File: config.mk
export PLATFORM = sky130hd
export DESIGN_NAME = uart_rx
export DESIGN_NICKNAME = d
export VERILOG_FILES = /design/src/rtl/uart_pkg.sv /design/src/rtl/uart_rx_sync.sv /design/src/rtl/uart_rx.sv
export SDC_FILE = /design/constraint.sdc
export NUM_CORES = 1
export LEC_CHECK = 0
export ABC_AREA = 1
export ABC_CLOCK_PERIOD_IN_PS = 2700
export CAP_MARGIN = 15
export CORE_MARGIN = 10
export CORE_UTILIZATION = 50
export CTS_BUF_LIST = sky130_fd_sc_hd__clkbuf_8
export DETAILED_ROUTE_END_ITERATION = 10
export DONT_BUFFER_PORTS = 1
export PLACE_DENSITY_LB_ADDON = 0.2
export SYNTH_ARGS = -nofsm -noshare
export SYNTH_HDL_FRONTEND = slang
export SYNTH_SLANG_ARGS = --single-unit
File: constraint.sdc
create_clock -name CLK_100M -period 2.7 [get_ports CLK_100M]
set_clock_uncertainty 0.15 [all_clocks]
set_input_delay 0 -clock CLK_100M [delete_from_list [all_inputs] [get_ports CLK_100M]]
set_output_delay 0 -clock CLK_100M [all_outputs]
set_load 0.1 [all_outputs]
File: src/rtl/uart_pkg.sv
// Shared UART definitions: baud timing and receiver FSM encodings.
// The transmitter and receiver both import this so their bit periods always match.
package uart_pkg;

    // CLK_100M cycles per bit (~144.1 kbaud)
    localparam int unsigned P_BIT_CNT  = 694;
    // Cycles from detected start edge to the mid-start-bit sample
    localparam int unsigned P_HALF_CNT = 347;
    // Bit-period counter width; must hold P_BIT_CNT-1
    localparam int unsigned P_CNT_W    = 10;

    // One-hot receiver states
    typedef enum logic [3:0] {
        P_IDLE      = 4'b0001,
        P_START_BIT = 4'b0010,
        P_DATA_BITS = 4'b0100,
        P_STOP_BIT  = 4'b1000
    } uart_rx_state_e;

endpackage

File: src/rtl/uart_rx_sync.sv
// Two-flop synchronizer for the asynchronous serial line plus an edge-history flop.
// All flops reset to 1 (idle line level) so reset never fakes a start edge on an idle line.
module uart_rx_sync (
    input  logic i_clk,
    input  logic i_rst,
    input  logic i_rx,
    output logic o_rx_s,
    output logic o_start_edge
);

    logic r_meta;
    logic r_sync;
    logic r_hist;

    // Synchronize the line and keep one cycle of history for edge detection
    always_ff @(posedge i_clk) begin
        if (i_rst) begin
            r_meta <= 1'b1;
            r_sync <= 1'b1;
            r_hist <= 1'b1;
        end else begin
            r_meta <= i_rx;
            r_sync <= r_meta;
            r_hist <= r_sync;
        end
    end

    assign o_rx_s       = r_sync;
    // Falling edge only: a line held low cannot retrigger
    assign o_start_edge = r_hist & ~r_sync;

endmodule

File: src/rtl/uart_rx.sv
// UART receiver: 8N1 framing (extra stop bits tolerated), LSB first, mid-bit sampling.
// Presents each good byte with a one-cycle valid strobe and flags bad stop bits.
module uart_rx
    import uart_pkg::*;
(
    input  logic       CLK_100M,
    input  logic       SYS_RST,
    input  logic       UART_IN,
    output logic [7:0] UART_DEC_DATA,
    output logic       UART_DEC_VALID,
    output logic       UART_DEC_FRAME_ERR,
    output logic       UART_DEC_BUSY
);

    localparam logic [P_CNT_W-1:0] L_HALF_TERM = P_CNT_W'(P_HALF_CNT - 1);
    localparam logic [P_CNT_W-1:0] L_BIT_TERM  = P_CNT_W'(P_BIT_CNT - 1);

    logic w_rx_s;
    logic w_start_edge;

    uart_rx_state_e     r_state;
    uart_rx_state_e     w_state_next;
    logic [P_CNT_W-1:0] r_cnt;
    logic [P_CNT_W-1:0] w_cnt_next;
    logic [2:0]         r_bit_idx;
    logic [2:0]         w_bit_idx_next;
    logic [7:0]         r_shift;
    logic [7:0]         w_shift_next;
    logic [7:0]         r_data;
    logic [7:0]         w_data_next;
    logic               r_valid;
    logic               w_valid_next;
    logic               r_frame_err;
    logic               w_frame_err_next;
    logic               r_busy;

    uart_rx_sync u_sync (
        .i_clk        (CLK_100M),
        .i_rst        (SYS_RST),
        .i_rx         (UART_IN),
        .o_rx_s       (w_rx_s),
        .o_start_edge (w_start_edge)
    );

    // Next-state, counter, shift register and strobe logic
    always_comb begin
        w_state_next     = r_state;
        w_cnt_next       = r_cnt;
        w_bit_idx_next   = r_bit_idx;
        w_shift_next     = r_shift;
        w_data_next      = r_data;
        w_valid_next     = 1'b0;
        w_frame_err_next = 1'b0;

        case (r_state)
            P_IDLE: begin
                w_cnt_next = '0;
                if (w_start_edge) begin
                    w_state_next = P_START_BIT;
                end
            end
            P_START_BIT: begin
                if (r_cnt == L_HALF_TERM) begin
                    w_cnt_next = '0;
                    if (!w_rx_s) begin
                        w_state_next   = P_DATA_BITS;
                        w_bit_idx_next = '0;
                    end else begin
                        // Line back high at mid-start: glitch, drop it silently
                        w_state_next = P_IDLE;
                    end
                end else begin
                    w_cnt_next = r_cnt + P_CNT_W'(1);
                end
            end
            P_DATA_BITS: begin
                if (r_cnt == L_BIT_TERM) begin
                    w_cnt_next     = '0;
                    // Right shift: first (LSB) bit ends up in bit 0 after eight samples
                    w_shift_next   = {w_rx_s, r_shift[7:1]};
                    w_bit_idx_next = r_bit_idx + 3'd1;
                    if (r_bit_idx == 3'd7) begin
                        w_state_next = P_STOP_BIT;
                    end
                end else begin
                    w_cnt_next = r_cnt + P_CNT_W'(1);
                end
            end
            P_STOP_BIT: begin
                if (r_cnt == L_BIT_TERM) begin
                    // Leave at mid-stop so a back-to-back start edge is caught in idle
                    w_cnt_next   = '0;
                    w_state_next = P_IDLE;
                    if (w_rx_s) begin
                        w_data_next  = r_shift;
                        w_valid_next = 1'b1;
                    end else begin
                        w_frame_err_next = 1'b1;
                    end
                end else begin
                    w_cnt_next = r_cnt + P_CNT_W'(1);
                end
            end
            default: begin
                w_state_next   = P_IDLE;
                w_cnt_next     = '0;
                w_bit_idx_next = '0;
            end
        endcase
    end

    // State, datapath and output registers with synchronous reset
    always_ff @(posedge CLK_100M) begin
        if (SYS_RST) begin
            r_state     <= P_IDLE;
            r_cnt       <= '0;
            r_bit_idx   <= '0;
            r_shift     <= '0;
            r_data      <= 8'h00;
            r_valid     <= 1'b0;
            r_frame_err <= 1'b0;
            r_busy      <= 1'b0;
        end else begin
            r_state     <= w_state_next;
            r_cnt       <= w_cnt_next;
            r_bit_idx   <= w_bit_idx_next;
            r_shift     <= w_shift_next;
            r_data      <= w_data_next;
            r_valid     <= w_valid_next;
            r_frame_err <= w_frame_err_next;
            r_busy      <= (r_state != P_IDLE);
        end
    end

    assign UART_DEC_DATA      = r_data;
    assign UART_DEC_VALID     = r_valid;
    assign UART_DEC_FRAME_ERR = r_frame_err;
    assign UART_DEC_BUSY      = r_busy;

endmodule

==> metrics.yaml, run 1 <==
synthFlopType: "dfxtp_1"
yosysUniqueCellTypes: 25
cp.required_ps: 2770
start_util_pct: 52.42
cts_tree: "done"
whs_ps: 80.63
powerDensity_nw_per_um2: 820.2
max-cap-violations: 0
wirelength_um: 3315
antenna_cells: 0
cts_root_buf: "clkbuf_8"
ys_ff_latch: 39
vias: 1395
intPower_mw: 1.042
place_worst_setup_slack_ps: 943.9
avgSynthCellArea_um2: 7.502
async_reset_ff_share_pct: 0
die_area_um2: 6301
antenna_left: 0
die_w_um: 79.38
area_delta_synth_final_pct: 12.99
synth_top_cell_by_area: "dfxtp_1"
fin_crit_sh_pct: 65.91
switching_power_mw: 0.5921
fmax_mhz: 561.9
slew_viol_final: 0
cellLeakagePower_nw: 0.8859
rsz0062_at_grt: "no"
clkLatencyLatePin_ps: 290
postCtsSetupBuffers: 0
grt_max_degree: 26
routabilityCongestion: 0.8541
holdPathEnd: "u_sync.r_hist"
crit_top_cell: "nand2_2"
synthCells: 235
cts.htree.levels: 2
path_cells: "nor2_1, nand2_1, nand2_2, nand2_2, nand2_2, o211ai_4, nor2_1"
setup.worst_path.class: "flop to flop"
track_usage_pct: 11.70
io_buffer_count: 0
vdd_drop_max_uv: 377.4
grt_pass1_wl_um: 5899
critical_path.startpoint_type: "flop"
final_nets: 257
ff2ff_setup_slack_ps: 920
regToRegEndpoint: "r_cnt[0]"
synth_edf_count: 0
cp.arrival_ps: 1850
layout-drive-gt1-share_pct: 15.20
hold_buffers: 2
ys_seq_area_share_pct: 44.29
synth_warnings: 0
status: "finished, final reports clean"
synthTopCellsByArea: "dfxtp_1 44%, nor2_1 13%, nand2_1 7.7%, inv_1 5.7%, o21ai_0 4.5%"
grt-ovfl-total: 0
finalHoldViolCount: 0
swShare_pct: 36.24
path_buf_inv: 0
cts.path.max_buffers: 2
num_io_pins: 14
setup_tns_ps: 0
critical_path.max_stage_delay_ps: 340
antenna_found_initial: 0
cts-resized-gates: 0
timing.final.crit_period_ps: 1780
yosysMostFrequentCell: "nor2_1"
first_iter_violations: 111
cp_top_family: "simple AND/OR/NAND/NOR gates"
dp_hpwl_um: 2344
worstPathMaxFanout: 12
netlist_top_cells_count: "59 x nor2_1, 39 x dfxtp_1, 36 x nand2_1"
firstDrtPassIters: 4
die_height_um: 79.38
grt_pass1_vias: 1316
hold_depth: 2
r2r-start: "r_state[0]"
seqPwrFrac_pct: 43.5
setup_violations: 0
min_path_type: "input pin to flop"
fillers: 337
relSlewSlack_pct: 36.93
cts.sinks: 39
numCtsBuffers: 5
crit_path_end_kind: "flop"
routedWlPerCell_um: 11.20
worstMarginPinSlew_ps: 944.8
path_clk_slew_ps: 80
vias_per_cell: 4.713
reg2regPathDepth: 7
drc: 0
post-place-cells: 286
core_um2: 3363
num_rows: 21
synth_fp_nets: 243
clock_power_share_pct: 26.6
synth_top_area_share_pct: 44.29
fin_total_pwr_mw: 1.634
fin_cells: 296
fin_ws_ps: 920.4
crit_slowest_cell: "nand2_1"
min_from: "SYS_RST"
pwr-share-comb_pct: 29.9
syn_area_um2: 1763
[final cells by class]
cell class / count / area (um^2) / share of cell area (%)
multi-input combinational: 166 / 868.3 / 43.59
sequential: 39 / 780.7 / 39.20
inverter: 27 / 101.3 / 5.088
clock buffer: 7 / 96.34 / 4.837
timing repair buffer: 10 / 80.08 / 4.020
tap: 46 / 57.56 / 2.889
clock inverter: 1 / 7.507 / 0.3769
[per-stage QoR]
stage / util [%] / cell area, um^2
6_report: 59.23 / 1992
2_1_floorplan: - / 1763
3_3_place_gp: 55.54 / 1868
3_5_place_dp: 55.54 / 1868
5_1_grt: 59.23 / 1992
4_1_cts: 59.23 / 1992
[layout by cell type, fill, tap and decap left out]
cell | netlist | final
ha_1 | 5 | 5
buf_4 | 0 | 8
nand2_2 | 8 | 8
nand2_1 | 36 | 36
xnor2_1 | 2 | 2
nand4_1 | 3 | 3
o21ai_1 | 1 | 1
nor3_4 | 2 | 2
xor2_1 | 4 | 4
dfxtp_1 | 39 | 39
nor2_2 | 4 | 4
o211ai_4 | 1 | 1
o21ai_0 | 16 | 16
or2_2 | 2 | 2
nand3_4 | 1 | 1
inv_1 | 27 | 27
a21oi_1 | 1 | 1
nor3_1 | 10 | 10
dlygate4sd3_1 | 0 | 2
clkbuf_8 | 0 | 7
nand3b_1 | 1 | 1
clkinvlp_4 | 0 | 1
nor2_1 | 59 | 59
nand3_1 | 6 | 6
nor3_2 | 1 | 1
nor2_4 | 1 | 1
nand3_2 | 2 | 2
[layer usage]
metal / GRT usage [%] / wire length, um
met1: 15.40 / 1811
met2: 15.82 / 1294
met3: 4.279 / 143
met4: 6.810 / 65
met5: 0 / 0
[kinds of logic (layout without fill, tap and decap cells)]
family | after synthesis | count (layout) | share of synthesized area [%]
and+or+nand+nor | 136 | 136 | 36.41
DFF | 39 | 39 | 44.29
buffers and inverters | 30 | 45 | 6.459
AOI/OAI and AO/OA | 19 | 19 | 6.316
xor gates and xnor gates | 6 | 6 | 2.981
adders and majority gates | 5 | 5 | 3.549
[how the worst max path moves through the flow]
stage	slack (ps)	startpoint	to	cells past startpoint
3_3_place_gp	970	r_state[0]	r_cnt[2]	7
5_1_grt	740	r_state[2]	r_cnt[1]	8
4_1_cts	940	r_state[0]	r_cnt[2]	7
3_5_place_dp	940	r_state[0]	r_cnt[7]	7
6_report	920	r_state[0]	r_cnt[0]	7
2_1_floorplan	1250	r_cnt[0]	UART_DEC_DATA[0]	8
[power groups by stage]
stage / clock (mW) / sequential, mW / combinational [mW]
4_1_cts: 0.450 / 0.711 / 0.486
3_3_place_gp: 0 / 0.724 / 0.484
6_report: 0.435 / 0.710 / 0.488
5_1_grt: 0.468 / 0.719 / 0.581
3_5_place_dp: 0 / 0.725 / 0.481
2_1_floorplan: 0 / 0.716 / 0.411
[flip-flops by register name (all words and copies together) (netlist names)]
signal              flops
r_cnt                  10
u_sync.o_rx_s           1
UART_DEC_DATA           8
r_shift                 8
r_bit_idx               3
UART_DEC_FRAME_ERR      1
u_sync.r_hist           1
r_state                 4
u_sync.r_meta           1
UART_DEC_VALID          1
UART_DEC_BUSY           1
[worst register-to-register path, cell delays in order, from the launching register on]
cell and delay, ps:
dfxtp_1 330, nor2_1 200, nand2_1 340, nand2_2 220, nand2_2 100, nand2_2 100
o211ai_4 130, nor2_1 140
Note: power is estimated with default switching activity, not from simulation.
==> run 2, diff against run 1 <==
- ABC_CLOCK_PERIOD_IN_PS: 2700 -> 1820
- clock period: 2.7 -> 1.82 ns (I/O delays scaled with it)
==> run 2 against run 1 <==
Against the previous run:
- utilization rose by 1.4 points
- hold slack gained 110 ps
- flip-flop and latch count is the same
- sequential power up 40%
- die area unchanged
- maximum frequency up 14%
- clock power is 65% higher
- count of clock-buffer cells in the layout fell by 2
- critical path depth is 2 higher
- largest cell class unchanged
- largest power group unchanged
- highest routed layer unchanged
==> metrics.yaml, run 2 (synthesis results as in run 1) <==
crit_path_end_kind: "flop"
holdPathEnd: "u_sync.r_meta"
setup.worst_path.class: "flop to flop"
firstDrtPassIters: 4  # unchanged
drc: 0  # unchanged
wirelength_um: 3177  # -4.2%
largest_reg_flops: 10  # unchanged
postCtsSetupBuffers: 0  # unchanged
timing.final.crit_period_ps: 1563  # -216.1 ps
final_cell_mix: "59 x nor2_1, 38 x dfxtp_1, 36 x nand2_1"
top_register: "r_cnt"
num_rows: 21  # unchanged
fin_crit_sh_pct: 85.90  # +20 points
fillers: 325  # -3.6%
powerDensity_nw_per_um2: 1225  # +49%
layout-drive-gt1-share_pct: 17.25  # +2.1 points
hold_depth: 2  # unchanged
reg2regPathDepth: 9  # +2
antenna_found_initial: 0  # unchanged
max-cap-violations: 0  # unchanged
start_util_pct: 52.42  # unchanged
grt_pass1_wl_um: 5837  # -1.1%
vdd_drop_max_uv: 654.1  # +73%
numCtsBuffers: 5  # unchanged
cp_top_family: "simple AND/OR/NAND/NOR gates"
io_buffer_count: 0  # unchanged
multi_input_area_um2: 868.3  # unchanged
regToRegEndpoint: "UART_DEC_DATA[6]"
cp.arrival_ps: 1600  # -250 ps
path_clk_slew_ps: 80  # about the same
final_common_cell: "nor2_1"
grt_max_degree: 20  # -23%
track_usage_pct: 11.15  # -0.54 points
final_util_pct: 60.64  # +1.4 points
cts.sinks: 39  # unchanged
worstPathMaxFanout: 10  # -2
die_w_um: 79.38  # unchanged
num_io_pins: 14  # unchanged
worstMarginPinSlew_ps: 540.2  # -404.6 ps
grt-ovfl-total: 0  # unchanged
core_um2: 3363  # unchanged
whs_ps: 192.3  # +111.6 ps
die_area_um2: 6301  # unchanged
fin_cells: 301  # +1.7%
min_path_type: "input pin to flop"
fmax_mhz: 639.6  # +14%
cts.path.max_buffers: 2  # unchanged
antenna_left: 0  # unchanged
slew_viol_final: 0  # unchanged
clkLatencyLatePin_ps: 290  # about the same
cts.htree.levels: 2  # unchanged
post-place-cells: 291  # +1.7%
finalHoldViolCount: 0  # unchanged
status: "finished, final reports clean"
setup_violations: 0  # unchanged
critical_path.startpoint_type: "flop"
vias_per_cell: 4.704  # -0.18%
cellLeakagePower_nw: 0.9191  # +3.7%
path_buf_inv: 1  # +1
critical_path.max_stage_delay_ps: 340  # about the same
final_nets: 262  # +1.9%
area_delta_synth_final_pct: 15.69
relSlewSlack_pct: 63.94  # +27 points
first_iter_violations: 75  # -32%
r2r-start: "r_cnt[1]"
antenna_cells: 0  # unchanged
grt_pass1_vias: 1333  # +1.3%
routedWlPerCell_um: 10.55  # -5.8%
ff2ff_setup_slack_ps: 260  # -660 ps
cts_tree: "done"
seq_area_um2: 782.0  # +0.16%
path_cells: "inv_1, ha_1, nand2_1, nor3_2, nand2_2, nor2_2, nand2_2, nor2_1, nor2_1"
min_from: "UART_IN"
rsz0062_at_grt: "no"
cts_root_buf: "clkbuf_8"
fin_total_pwr_mw: 2.498  # +53%
die_height_um: 79.38  # unchanged
dp_hpwl_um: 2318  # -1.1%
routabilityCongestion: 0.8364  # -2.1%
setup_tns_ps: 0  # unchanged
vias: 1416  # +1.5%
crit_slowest_cell: "dfxtp_1"
cp.required_ps: 1860  # -910 ps
[run 2: timing repair]
action | CTS | global route
resized for setup | 0 | 1
endpoints found under the hold margin | 6 | 0
hold buffers | 2 | 0
setup endpoints to repair | 0 | 8
[run 2: worst max-delay path by stage]
stage          slack, ps  cells past startpoint      from                to
2_1_floorplan        370                      8  r_cnt[0]  UART_DEC_DATA[0]
3_3_place_gp         230                      8  r_cnt[0]  UART_DEC_DATA[7]
3_5_place_dp         200                      7  r_cnt[0]  UART_DEC_DATA[1]
4_1_cts              200                      8  r_cnt[0]  UART_DEC_DATA[6]
5_1_grt               20                      9  r_cnt[1]  UART_DEC_DATA[1]
6_report             260                      9  r_cnt[1]  UART_DEC_DATA[6]
[run 2: metal layers]
metal	up-vias	GRT usage, %	part of all wire, %
met5	-	0	0
met3	4	3.266	3.9
met2	26	16.15	40
met1	615	15.12	54
li1	771	-	-
met4	0	4.301	1.4
[run 2: power breakdown]
group	leakage (nW)	internal (mW)	switching, mW
registers	0.317	0.943	0.0494
logic	0.544	0.272	0.516
clock network	0.0581	0.408	0.309
total	0.919	1.62	0.874
[run 2: area by class of cell]
class,instances,share of cell area (%)
Inverter,27,4.969
Multi-Input combinational cell,166,42.58
Tap cell,46,2.822
Timing Repair Buffer,15,5.767
Clock inverter,3,2.147
Clock buffer,5,3.374
Sequential cell,39,38.34
[run 2: metrics by stage]
step | setup WS [ps] | instance area, um^2
finish | 256.5 | 2039
global route | 18.80 | 2039
CTS | 202.2 | 2038
detailed placement | 198.7 | 1906
global placement | 230.5 | 1906
floorplan | 374.5 | 1763
